`src/rtl/mmio_uart_pkg.sv`:
```
// Shared constants and types for the memory-mapped UART transmitter.
// Register offsets, STATUS bit positions and the transmitter state encoding.
package mmio_uart_pkg;

    localparam logic [1:0] OFF_TXDATA  = 2'd0;
    localparam logic [1:0] OFF_STATUS  = 2'd1;
    localparam logic [1:0] OFF_BAUDDIV = 2'd2;

    // STATUS layout: {24'b0, count[3:0], ovf, empty, full, busy}
    localparam int ST_BUSY    = 0;
    localparam int ST_FULL    = 1;
    localparam int ST_EMPTY   = 2;
    localparam int ST_OVF     = 3;
    localparam int ST_CNT_LSB = 4;
    localparam int ST_CNT_W   = 4;

    typedef enum logic [2:0] {
        IDLE   = 3'd0,
        START  = 3'd1,
        DATA   = 3'd2,
        PARITY = 3'd3,
        STOP   = 3'd4
    } uart_state_t;

    function automatic logic even_parity(input logic [7:0] b);
        return ^b;
    endfunction

endpackage

```
`src/rtl/uart_tx_fifo.sv`:
```
// Byte FIFO feeding the UART serializer; synchronous active-high reset.
// A push while full is accepted only if a pop happens in the same cycle.
module uart_tx_fifo
    import mmio_uart_pkg::*;
#(
    parameter int DEPTH = 4
) (
    input  logic                    clk,
    input  logic                    reset,
    input  logic                    push,
    input  logic                    pop,
    input  logic [7:0]              din,
    output logic [7:0]              dout,
    output logic [$clog2(DEPTH):0]  count,
    output logic                    full,
    output logic                    empty
);
    localparam int AW = $clog2(DEPTH);
    localparam logic [AW:0] FULL_CNT = DEPTH[AW:0];

    logic [7:0]    mem_q [DEPTH];
    logic [AW-1:0] wr_ptr_q, wr_ptr_d;
    logic [AW-1:0] rd_ptr_q, rd_ptr_d;
    logic [AW:0]   count_q, count_d;
    logic          push_ok, pop_ok;

    assign full    = (count_q == FULL_CNT);
    assign empty   = (count_q == '0);
    assign count   = count_q;
    assign dout    = mem_q[rd_ptr_q];
    assign push_ok = push && (!full || pop);
    assign pop_ok  = pop && !empty;

    // Pointers wrap naturally because DEPTH is a power of two.
    always_comb begin
        wr_ptr_d = wr_ptr_q;
        rd_ptr_d = rd_ptr_q;
        count_d  = count_q;
        if (push_ok) wr_ptr_d = wr_ptr_q + AW'(1);
        if (pop_ok)  rd_ptr_d = rd_ptr_q + AW'(1);
        case ({push_ok, pop_ok})
            2'b10:   count_d = count_q + (AW+1)'(1);
            2'b01:   count_d = count_q - (AW+1)'(1);
            default: count_d = count_q;
        endcase
    end

    always_ff @(posedge clk) begin
        if (reset) begin
            wr_ptr_q <= '0;
            rd_ptr_q <= '0;
            count_q  <= '0;
        end else begin
            wr_ptr_q <= wr_ptr_d;
            rd_ptr_q <= rd_ptr_d;
            count_q  <= count_d;
        end
    end

    always_ff @(posedge clk) begin
        if (push_ok) mem_q[wr_ptr_q] <= din;
    end

endmodule

```
`src/rtl/mmio_uart_tx.sv`:
```
// Memory-mapped UART transmitter: bus decode, registers, TX FIFO and serializer.
// Define UART_PARITY_EN to append an even-parity bit between the data bits and stop.
module mmio_uart_tx
    import mmio_uart_pkg::*;
#(
    parameter logic [31:0] BASE_ADDR   = 32'hFFFF_0000,
    parameter int          FIFO_DEPTH  = 4,
    parameter logic [15:0] DEFAULT_DIV = 16'd433
) (
    input  logic        clk,
    input  logic        reset,
    input  logic        MemWrite,
    input  logic [31:0] DataAdr,
    input  logic [31:0] WriteData,
    input  logic [3:0]  byteEnable,
    output logic [31:0] ReadData,
    output logic        sel,
    output logic        tx
);
    localparam int CW = $clog2(FIFO_DEPTH) + 1;

    logic [1:0]    off;
    logic          wr, push, pop, clr_ovf;
    logic [7:0]    fifo_dout;
    logic [CW-1:0] fifo_count;
    logic          fifo_full, fifo_empty;
    logic          busy, start_frame;
    logic [31:0]   status, rdata;

    uart_state_t state_q, state_d;
    logic [15:0] cnt_q, cnt_d;
    logic [15:0] div_lat_q, div_lat_d;
    logic [15:0] div_q, div_d;
    logic [2:0]  bit_q, bit_d;
    logic [7:0]  shift_q, shift_d;
    logic        tx_q, tx_d;
    logic        ovf_q, ovf_d;
`ifdef UART_PARITY_EN
    logic        par_q, par_d;
`endif

    logic unused_bits;
    assign unused_bits = ^{WriteData[31:16], DataAdr[1:0], byteEnable[3:2]};

    assign sel     = (DataAdr[31:4] == BASE_ADDR[31:4]);
    assign off     = DataAdr[3:2];
    assign wr      = MemWrite && sel;
    assign push    = wr && (off == OFF_TXDATA) && byteEnable[0];
    assign clr_ovf = wr && (off == OFF_STATUS) && byteEnable[0] && WriteData[ST_OVF];
    assign busy    = (state_q != IDLE);
    assign tx      = tx_q;

    // push/pop are single-cycle strobes: the FIFO takes din on push when it has
    // room (or is popped in the same cycle); pop is only raised while non-empty.
    uart_tx_fifo #(.DEPTH(FIFO_DEPTH)) u_fifo (
        .clk   (clk),
        .reset (reset),
        .push  (push),
        .pop   (pop),
        .din   (WriteData[7:0]),
        .dout  (fifo_dout),
        .count (fifo_count),
        .full  (fifo_full),
        .empty (fifo_empty)
    );

    always_comb begin
        div_d = div_q;
        if (wr && (off == OFF_BAUDDIV)) begin
            if (byteEnable[0]) div_d[7:0]  = WriteData[7:0];
            if (byteEnable[1]) div_d[15:8] = WriteData[15:8];
        end
        ovf_d = ovf_q;
        if (push && fifo_full && !pop) ovf_d = 1'b1;
        else if (clr_ovf)              ovf_d = 1'b0;
    end

    always_comb begin
        status = '0;
        status[ST_BUSY]  = busy;
        status[ST_FULL]  = fifo_full;
        status[ST_EMPTY] = fifo_empty;
        status[ST_OVF]   = ovf_q;
        status[ST_CNT_LSB +: ST_CNT_W] = ST_CNT_W'(fifo_count);
        case (off)
            OFF_STATUS:  rdata = status;
            OFF_BAUDDIV: rdata = {16'b0, div_q};
            default:     rdata = '0;
        endcase
    end

    assign ReadData = sel ? rdata : '0;

    // Every bit lasts div_lat_q+1 cycles: cnt_q counts down and reloads at each boundary.
    always_comb begin
        state_d     = state_q;
        cnt_d       = cnt_q;
        div_lat_d   = div_lat_q;
        bit_d       = bit_q;
        shift_d     = shift_q;
        tx_d        = tx_q;
        pop         = 1'b0;
        start_frame = 1'b0;
`ifdef UART_PARITY_EN
        par_d       = par_q;
`endif
        case (state_q)
            IDLE: begin
                tx_d = 1'b1;
                if (!fifo_empty) start_frame = 1'b1;
            end
            START: begin
                if (cnt_q == 16'd0) begin
                    state_d = DATA;
                    cnt_d   = div_lat_q;
                    bit_d   = 3'd0;
                    tx_d    = shift_q[0];
                end else begin
                    cnt_d = cnt_q - 16'd1;
                end
            end
            DATA: begin
                if (cnt_q == 16'd0) begin
                    cnt_d = div_lat_q;
                    if (bit_q == 3'd7) begin
`ifdef UART_PARITY_EN
                        state_d = PARITY;
                        tx_d    = par_q;
`else
                        state_d = STOP;
                        tx_d    = 1'b1;
`endif
                    end else begin
                        bit_d   = bit_q + 3'd1;
                        shift_d = shift_q >> 1;
                        tx_d    = shift_q[1];
                    end
                end else begin
                    cnt_d = cnt_q - 16'd1;
                end
            end
`ifdef UART_PARITY_EN
            PARITY: begin
                if (cnt_q == 16'd0) begin
                    state_d = STOP;
                    cnt_d   = div_lat_q;
                    tx_d    = 1'b1;
                end else begin
                    cnt_d = cnt_q - 16'd1;
                end
            end
`endif
            STOP: begin
                if (cnt_q == 16'd0) begin
                    if (!fifo_empty) begin
                        start_frame = 1'b1;
                    end else begin
                        state_d = IDLE;
                        tx_d    = 1'b1;
                    end
                end else begin
                    cnt_d = cnt_q - 16'd1;
                end
            end
            default: begin
                state_d = IDLE;
                tx_d    = 1'b1;
            end
        endcase
        // Divisor is latched here so mid-frame BAUDDIV writes only affect the next frame.
        if (start_frame) begin
            pop       = 1'b1;
            state_d   = START;
            shift_d   = fifo_dout;
            div_lat_d = div_q;
            cnt_d     = div_q;
            tx_d      = 1'b0;
`ifdef UART_PARITY_EN
            par_d     = even_parity(fifo_dout);
`endif
        end
    end

    always_ff @(posedge clk) begin
        if (reset) begin
            state_q   <= IDLE;
            cnt_q     <= '0;
            div_lat_q <= '0;
            div_q     <= DEFAULT_DIV;
            bit_q     <= '0;
            shift_q   <= '0;
            tx_q      <= 1'b1;
            ovf_q     <= 1'b0;
`ifdef UART_PARITY_EN
            par_q     <= 1'b0;
`endif
        end else begin
            state_q   <= state_d;
            cnt_q     <= cnt_d;
            div_lat_q <= div_lat_d;
            div_q     <= div_d;
            bit_q     <= bit_d;
            shift_q   <= shift_d;
            tx_q      <= tx_d;
            ovf_q     <= ovf_d;
`ifdef UART_PARITY_EN
            par_q     <= par_d;
`endif
        end
    end

endmodule

```
`config.mk`:
```
export PLATFORM = sky130hd
export DESIGN_NAME = mmio_uart_tx
export DESIGN_NICKNAME = d
export VERILOG_FILES = /design/src/rtl/mmio_uart_pkg.sv /design/src/rtl/uart_tx_fifo.sv /design/src/rtl/mmio_uart_tx.sv
export SDC_FILE = /design/constraint.sdc
export NUM_CORES = 1
export LEC_CHECK = 0
export BUFFER_PORTS_ARGS = -buffer_cell sky130_fd_sc_hd__buf_2
export CAP_MARGIN = 25
export CORE_ASPECT_RATIO = 0.6
export CORE_MARGIN = 1
export CORE_UTILIZATION = 41
export CTS_CLUSTER_SIZE = 20
export DETAILED_ROUTE_END_ITERATION = 8
export SLEW_MARGIN = 20
export SYNTH_ARGS = -nofsm -noshare
export SYNTH_HDL_FRONTEND = slang
export SYNTH_SLANG_ARGS = --single-unit
export TNS_END_PERCENT = 10
```
`constraint.sdc`:
```
create_clock -name clk -period 3.03 [get_ports clk]
set_clock_uncertainty 0.05 [all_clocks]
set_input_delay 0.4545 -clock clk [delete_from_list [all_inputs] [get_ports clk]]
set_output_delay 0.4545 -clock clk [all_outputs]
set_load 0.01 [all_outputs]
```
Yosys cells after proc, flatten, opt, wreduce, memory -nomap -nowiden
Memory sizes are Yosys's and may differ from the RTL's. A register that Yosys moved wholly into a read port is not among the register bits.
Cells that the tools add are included.

cells by class
  add/sub/neg operators = 6
  equal/unequal tests = 24
  mux-type cells = 39
  bitwise logic cells = 1
  reduce and logical (&&, ||, !) cells = 36

operator list
  operator               number
  $pmux 16 s2            2
  $mux 16                3
  $mux 32                1
  $mux 8                 4
  $eq 28x28->1 const B   1
  $mux 3                 8
  $ne 3x3->1 const B     6
  $logic_not 16->1       1
  $ne 2x2->1 const B     8
  $sub 16x1->16 const B  1
  $mux 1                 14
  $pmux 3 s2             2
  $pmux 3 s4             1
  $reduce_and 6->1       2
  $logic_and 1x1->1      11
  $reduce_bool 2->1      5
  $eq 3x3->1 const B     3
  $reduce_and 4->1       2
  $add 3x1->3 const B    2
  $logic_not 3->1        2
  $reduce_and 2->1       3
  $reduce_bool 3->1      2
  $add 2x1->2 const B    2
  $eq 2x1->1 const B     2
  other kinds (13)       18

word-level totals
  flip-flop bits (word level) = 71
  bits in writable memories = 32
  input bits = 71
  output and inout bits = 34
  logic and storage cells = 120
  memories = 1

memory list
  name          depth  width  rd ports  clocked after Yosys merged registers in  write ports  RTL line            source
  u_fifo.mem_q  4      8      1         1                                        1            uart_tx_fifo.sv:21  logic [7:0] mem_q [DEPTH];

Longest topological paths before layout
  depth after elaboration = 9
  depth in mapped cells = 14

By module
Synthesis repeated with hierarchy kept, for this count alone.

second synthesis, totals
  cells, all modules = 520
  area, all modules = 5386.4 um^2

modules (own cells, without submodules)
  module        times used  cells an instance  area an instance (um^2)  sequential area each (um^2)
  mmio_uart_tx  1           424                3741.1                   1281.2
  uart_tx_fifo  1           96                 1645.3                   1141.1

Least setup slack after synthesis
No wires, ideal clock.

  path kind = register to register
  start = register cnt_q[4]
  end = register u_fifo.count_q[2], in the netlist u_fifo.count[2]
  setup time = 0.070 ns
  arrival = 2.666 ns
  setup slack = 0.243 ns
  stages on the path, launching flop included = 12
  cell sequence = dfxtp_1 nor4_4 nand4_2 a21o_2 inv_1 buf_2 ha_1 inv_1 fa_1 xor2_1 or3_1 a21oi_1

between the ends
  elaborated cells between the ends (all ways) = 11
  those cells by class = eq/ne (2); mux (4); reduce/logical (5)

RTL lines
  element                                                 RTL line             source
  start: declaration                                      mmio_uart_tx.sv:31   logic [15:0] cnt_q, cnt_d;
  start signal: assignment                                mmio_uart_tx.sv:199  cnt_q <= cnt_d;
  $logic_not 16->1 (*)                                    mmio_uart_tx.sv:154  if (cnt_q == 16'd0) begin
  $mux 1 (*)                                              mmio_uart_tx.sv:154
  $pmux 1 s2 (*)                                          mmio_uart_tx.sv:107  case (state_q)
  $mux 1 (*)                                              mmio_uart_tx.sv:171  if (start_frame) begin
  $logic_and 1x1->1 (*)                                   uart_tx_fifo.sv:32   assign pop_ok = pop && !empty;
  named net u_fifo.pop_ok                                 uart_tx_fifo.sv:25   logic push_ok, pop_ok;
  $eq 2x1->1 / $eq 2x2->1 (equally long branches)         uart_tx_fifo.sv:41   case ({push_ok, pop_ok})
  $pmux 3 s2 / $reduce_bool 2->1 (equally long branches)  n/a
  end signal: assignment                                  uart_tx_fifo.sv:56   count_q <= count_d;
  end: declaration                                        uart_tx_fifo.sv:24   logic [AW:0] count_q, count_d;

The timed path passes the listed nets; every way through them passes the cells marked *.
A chain may end at the register's enable or synchronous reset.

Final worst setup path
  start = register cnt_q[1]
  end = register u_fifo.count_q[2], in the netlist u_fifo.count[2]

between the ends
  longest elaborated chain between the ends = 8
  elaborated cells between the ends (all ways) = 11
  those cells by class = eq/ne (2); mux (4); reduce/logical (5)

RTL lines
  element                                                 RTL line             source
  $logic_not 16->1 (*)                                    mmio_uart_tx.sv:154
  $mux 1 (*)                                              mmio_uart_tx.sv:154
  $pmux 1 s2 (*)                                          mmio_uart_tx.sv:107
  $mux 1 (*)                                              mmio_uart_tx.sv:171
  $logic_or 1x1->1                                        uart_tx_fifo.sv:31   assign push_ok = push && (!full || pop);
  $logic_and 1x1->1                                       uart_tx_fifo.sv:31
  $eq 2x1->1 / $eq 2x2->1 (equally long branches)         uart_tx_fifo.sv:41
  $pmux 3 s2 / $reduce_bool 2->1 (equally long branches)  n/a

Mark *: on every way between the ends. The rest lies on a longest branch, timed or not.

==> flow_summary.ini <==
[yosys]
yosysWarnings = 0
yosys.area_share.simple = 0.178
synth_ff_type = dfxtp_1
synthMuxAreaShare = 0.0617
async_flop_share = 0
syn_area_um2 = 5030
syn_inst = 512
synth_seq_cells = 105
synthAdderAreaFrac = 0.0338
synth_edf_count = 32
synth_cell_types = 54
avgSynthCellArea_um2 = 9.83
ys_seq_area_frac = 0.481
synth_xor_area_frac = 0.0331
synth_compound_area_frac = 0.142
synth_top_family_by_area = simple AND/OR/NAND/NOR gates

[critical_path]
start_kind = flop
critPathKind = reg2reg
worst_ep_arrival_time_ns = 3.07
crit_path_end_kind = flop
crit_top_cell = inv_1
crit_family = simple AND/OR/NAND/NOR gates
critical_path.cell_chain = inv_1 -> ha_1 -> nor4b_1 -> nand4_2 -> a21o_2 -> inv_1 -> o2111a_1 -> inv_1 -> ha_1 -> inv_1 -> fa_1 -> xor2_1 -> or3_1 -> a21oi_1
critPathBufInv = 4
cp_max_fo = 5
cp_slowest_stage_delay_ns = 0.34
required_ns = 3.25
cp_slowest_cell = dfxtp_1

[placement]
gp_congestion = 0.823
place_hpwl_um = 8370
port_buffers = 68
pre_cts_ws_ns = 0.237

[layout]
diodes = 0
synthToLayoutAreaGrowth_pct = 15.6
drive_above_1_share = 0.202
fill_cells = 1095
final_nets = 662

[hold_path]
hold_path_class = in2reg

[clock_network]
postCtsHoldBufs = 0
clockBufferDepth = 2
cts.root.buffer_cell = clkbuf_16
insertion_delay_ns = 0.35
cts_max_level = 3
cts_resized = 0
cts_sinks = 105
cts_inserted_buffers = 9
cts_tree = yes
clk_pin_slew_ns = 0.07
postCtsSetupBuffers = 0

[floorplan]
start_util = 0.432
die_w_um = 145
num_rows = 30
ios = 105
die_h_um = 87.8
core_um2 = 11600
dieArea_um2 = 12700

[sta]
rsz0062_at_grt = no
max_slew_margin = 0.487
setup_violations = 0
hold_violations = 0
finalSetupTns_ns = 0
setup_ws_ns = 0.177
worst-slew-pin-transition_ns = 0.770
clock.fmax_ghz = 0.350
timing.final.crit_period_ns = 2.85
slew_viol_final = 0
period_share = 0.942

[route]
vias_per_cell = 5.25
drc = 0
via_count = 3900
dr.pass1.iters = 5
initialDrtViolationCount = 277
routedWlPerCell_um = 15.7
ant_nets = 0
wl_um = 11600

[pwr]
p_per_area_nw_per_um2 = 480
power_leakage_nw = 2.27
peakVddDrop_mv = 0.258

[global_route]
grt_pass1_vias = 3617
gr-total-overflow = 0
grt_pass1_wl_um = 18800
grt_max_degree = 41
antenna_found_initial = 0
grt_util_all_layers = 0.190

[job]
maxCapViolCount = 0

[run_status]
status = completed
cells in the mapped netlist, types with 3 or more instances:
master    instances  area, um^2
dfxtp_1          73        1460
nand2_1          67         251
nor2_1           57         214
a21oi_1          34         170
edfxtp_1         32         961
inv_1            18        67.6
a311oi_1         16         140
buf_4            16         120
clkbuf_1         16        60.1
and2_1           15        93.8
o211ai_1         14         105
a22oi_1          13        97.6
mux2i_1          13         130
ha_1             12         150
xor2_1           10        87.6
xnor2_1           9        78.8
mux4_2            8         180
o21ai_0           8        40.0
nand3_1           6        30.0
or3_1             6        37.5
a211o_1           5        43.8
buf_1             5        18.8
buf_2             5        25.0
nand4_1           5        31.3
nor3_1            5        25.0
and3_1            4        25.0
clkbuf_8          3        41.3
nand4b_1          3        26.3
nor4_1            3        18.8
metal layers:
| metal | wire length (um) | track usage | vias to the layer above |
|---|---|---|---|
| li1 | - | - | 1931 |
| met1 | 6060 | 0.277 | 1860 |
| met2 | 4930 | 0.280 | 107 |
| met4 | 29 | 0.0532 | 0 |
| met3 | 632 | 0.0458 | 2 |
| met5 | 0 | 0 | - |
state kept, by name, summed over array words and instances, names as in the netlist, 2 cells and up, named ones only:
register         count
u_fifo.wr_ptr_q      2
shift_q              8
state_q              3
cnt_q               16
div_lat_q           16
div_q               16
u_fifo.mem_q        32
bit_q                3
u_fifo.count         3
u_fifo.rd_ptr_q      2
through the flow:
| stage | hold WS [ns] | utilization | power [mW] | instance area, um^2 | cells |
|---|---|---|---|---|---|
| detailed placement | 0.395 | 0.472 | 1.56 | 5490 | 727 |
| global placement | 0.390 | 0.472 | 1.55 | 5490 | 727 |
| global route | 0.279 | 0.500 | 2.88 | 5810 | 743 |
| floorplan | 0.382 | - | 1.53 | 5090 | 527 |
| CTS | 0.280 | 0.500 | 2.81 | 5810 | 743 |
| finish | 0.287 | 0.500 | 2.79 | 5810 | 743 |
logic make-up after synthesis:
group / Yosys count
AO/OA/AOI/OAI: 104
flip-flops: 105
buffers and inverters: 65
other: 1
AND/OR/NAND/NOR: 184
multiplexers: 21
XOR/XNOR: 19
adder cells (fa/ha/maj): 13
power breakdown:
group	switching (mW)	internal (mW)
registers	0.0000000174	1.44
logic	0.0499	0.0312
clock network	0.517	0.750
total	0.567	2.23
worst register-to-register path, stage by stage (launching register included):
cell,delay [ns]
dfxtp_1,0.34
inv_1,0.08
ha_1,0.14
nor4b_1,0.34
nand4_2,0.18
a21o_2,0.26
inv_1,0.12
o2111a_1,0.24
inv_1,0.05
ha_1,0.19
inv_1,0.07
fa_1,0.17
xor2_1,0.07
or3_1,0.31
a21oi_1,0.15
final timing paths:
check | slack, ns | depth (start not counted) | startpoint | endpoint
setup / recovery | 0.18 | 14 | cnt_q[1] | u_fifo.count[2]
hold / removal | 0.29 | 3 | WriteData[12] | div_q[12]
setup reg to reg | 0.18 | 14 | cnt_q[1] | u_fifo.count[2]
hold reg to reg | 0.40 | 2 | shift_q[4] | shift_q[4]
cell type report:
type,instances,area (um^2),area share
inverter,18,67.6,0.0116
tap,160,200,0.0344
clock inverter,4,76.3,0.0131
timing repair buffer,87,483,0.0831
multi-input combinational,357,2320,0.399
clock buffer,12,246,0.0424
sequential,105,2420,0.417
layout by cell type, fill, tap and decap left out, types with 3 or more instances in the layout:
| cell | synthesis | layout |
|---|---|---|
| conb_1 | 1 | 16 |
| and3_1 | 4 | 4 |
| xnor2_1 | 9 | 9 |
| nand3_1 | 6 | 6 |
| nand2_1 | 67 | 67 |
| a311oi_1 | 16 | 16 |
| clkbuf_16 | 0 | 9 |
| dfxtp_1 | 73 | 73 |
| inv_1 | 18 | 18 |
| and2_1 | 15 | 15 |
| nor4_1 | 3 | 3 |
| xor2_1 | 10 | 10 |
| buf_2 | 5 | 68 |
| ha_1 | 12 | 12 |
| a21oi_1 | 34 | 34 |
| o211ai_1 | 14 | 14 |
| mux4_2 | 8 | 8 |
| nor3_1 | 5 | 5 |
| buf_4 | 16 | 19 |
| nand4b_1 | 3 | 3 |
| nand4_1 | 5 | 5 |
| mux2i_1 | 13 | 13 |
| o21ai_0 | 8 | 8 |
| a22oi_1 | 13 | 13 |
| or3_1 | 6 | 6 |
| a211o_1 | 5 | 5 |
| nor2_1 | 57 | 57 |
| edfxtp_1 | 32 | 32 |
Note: power is estimated with default switching activity, not from simulation.
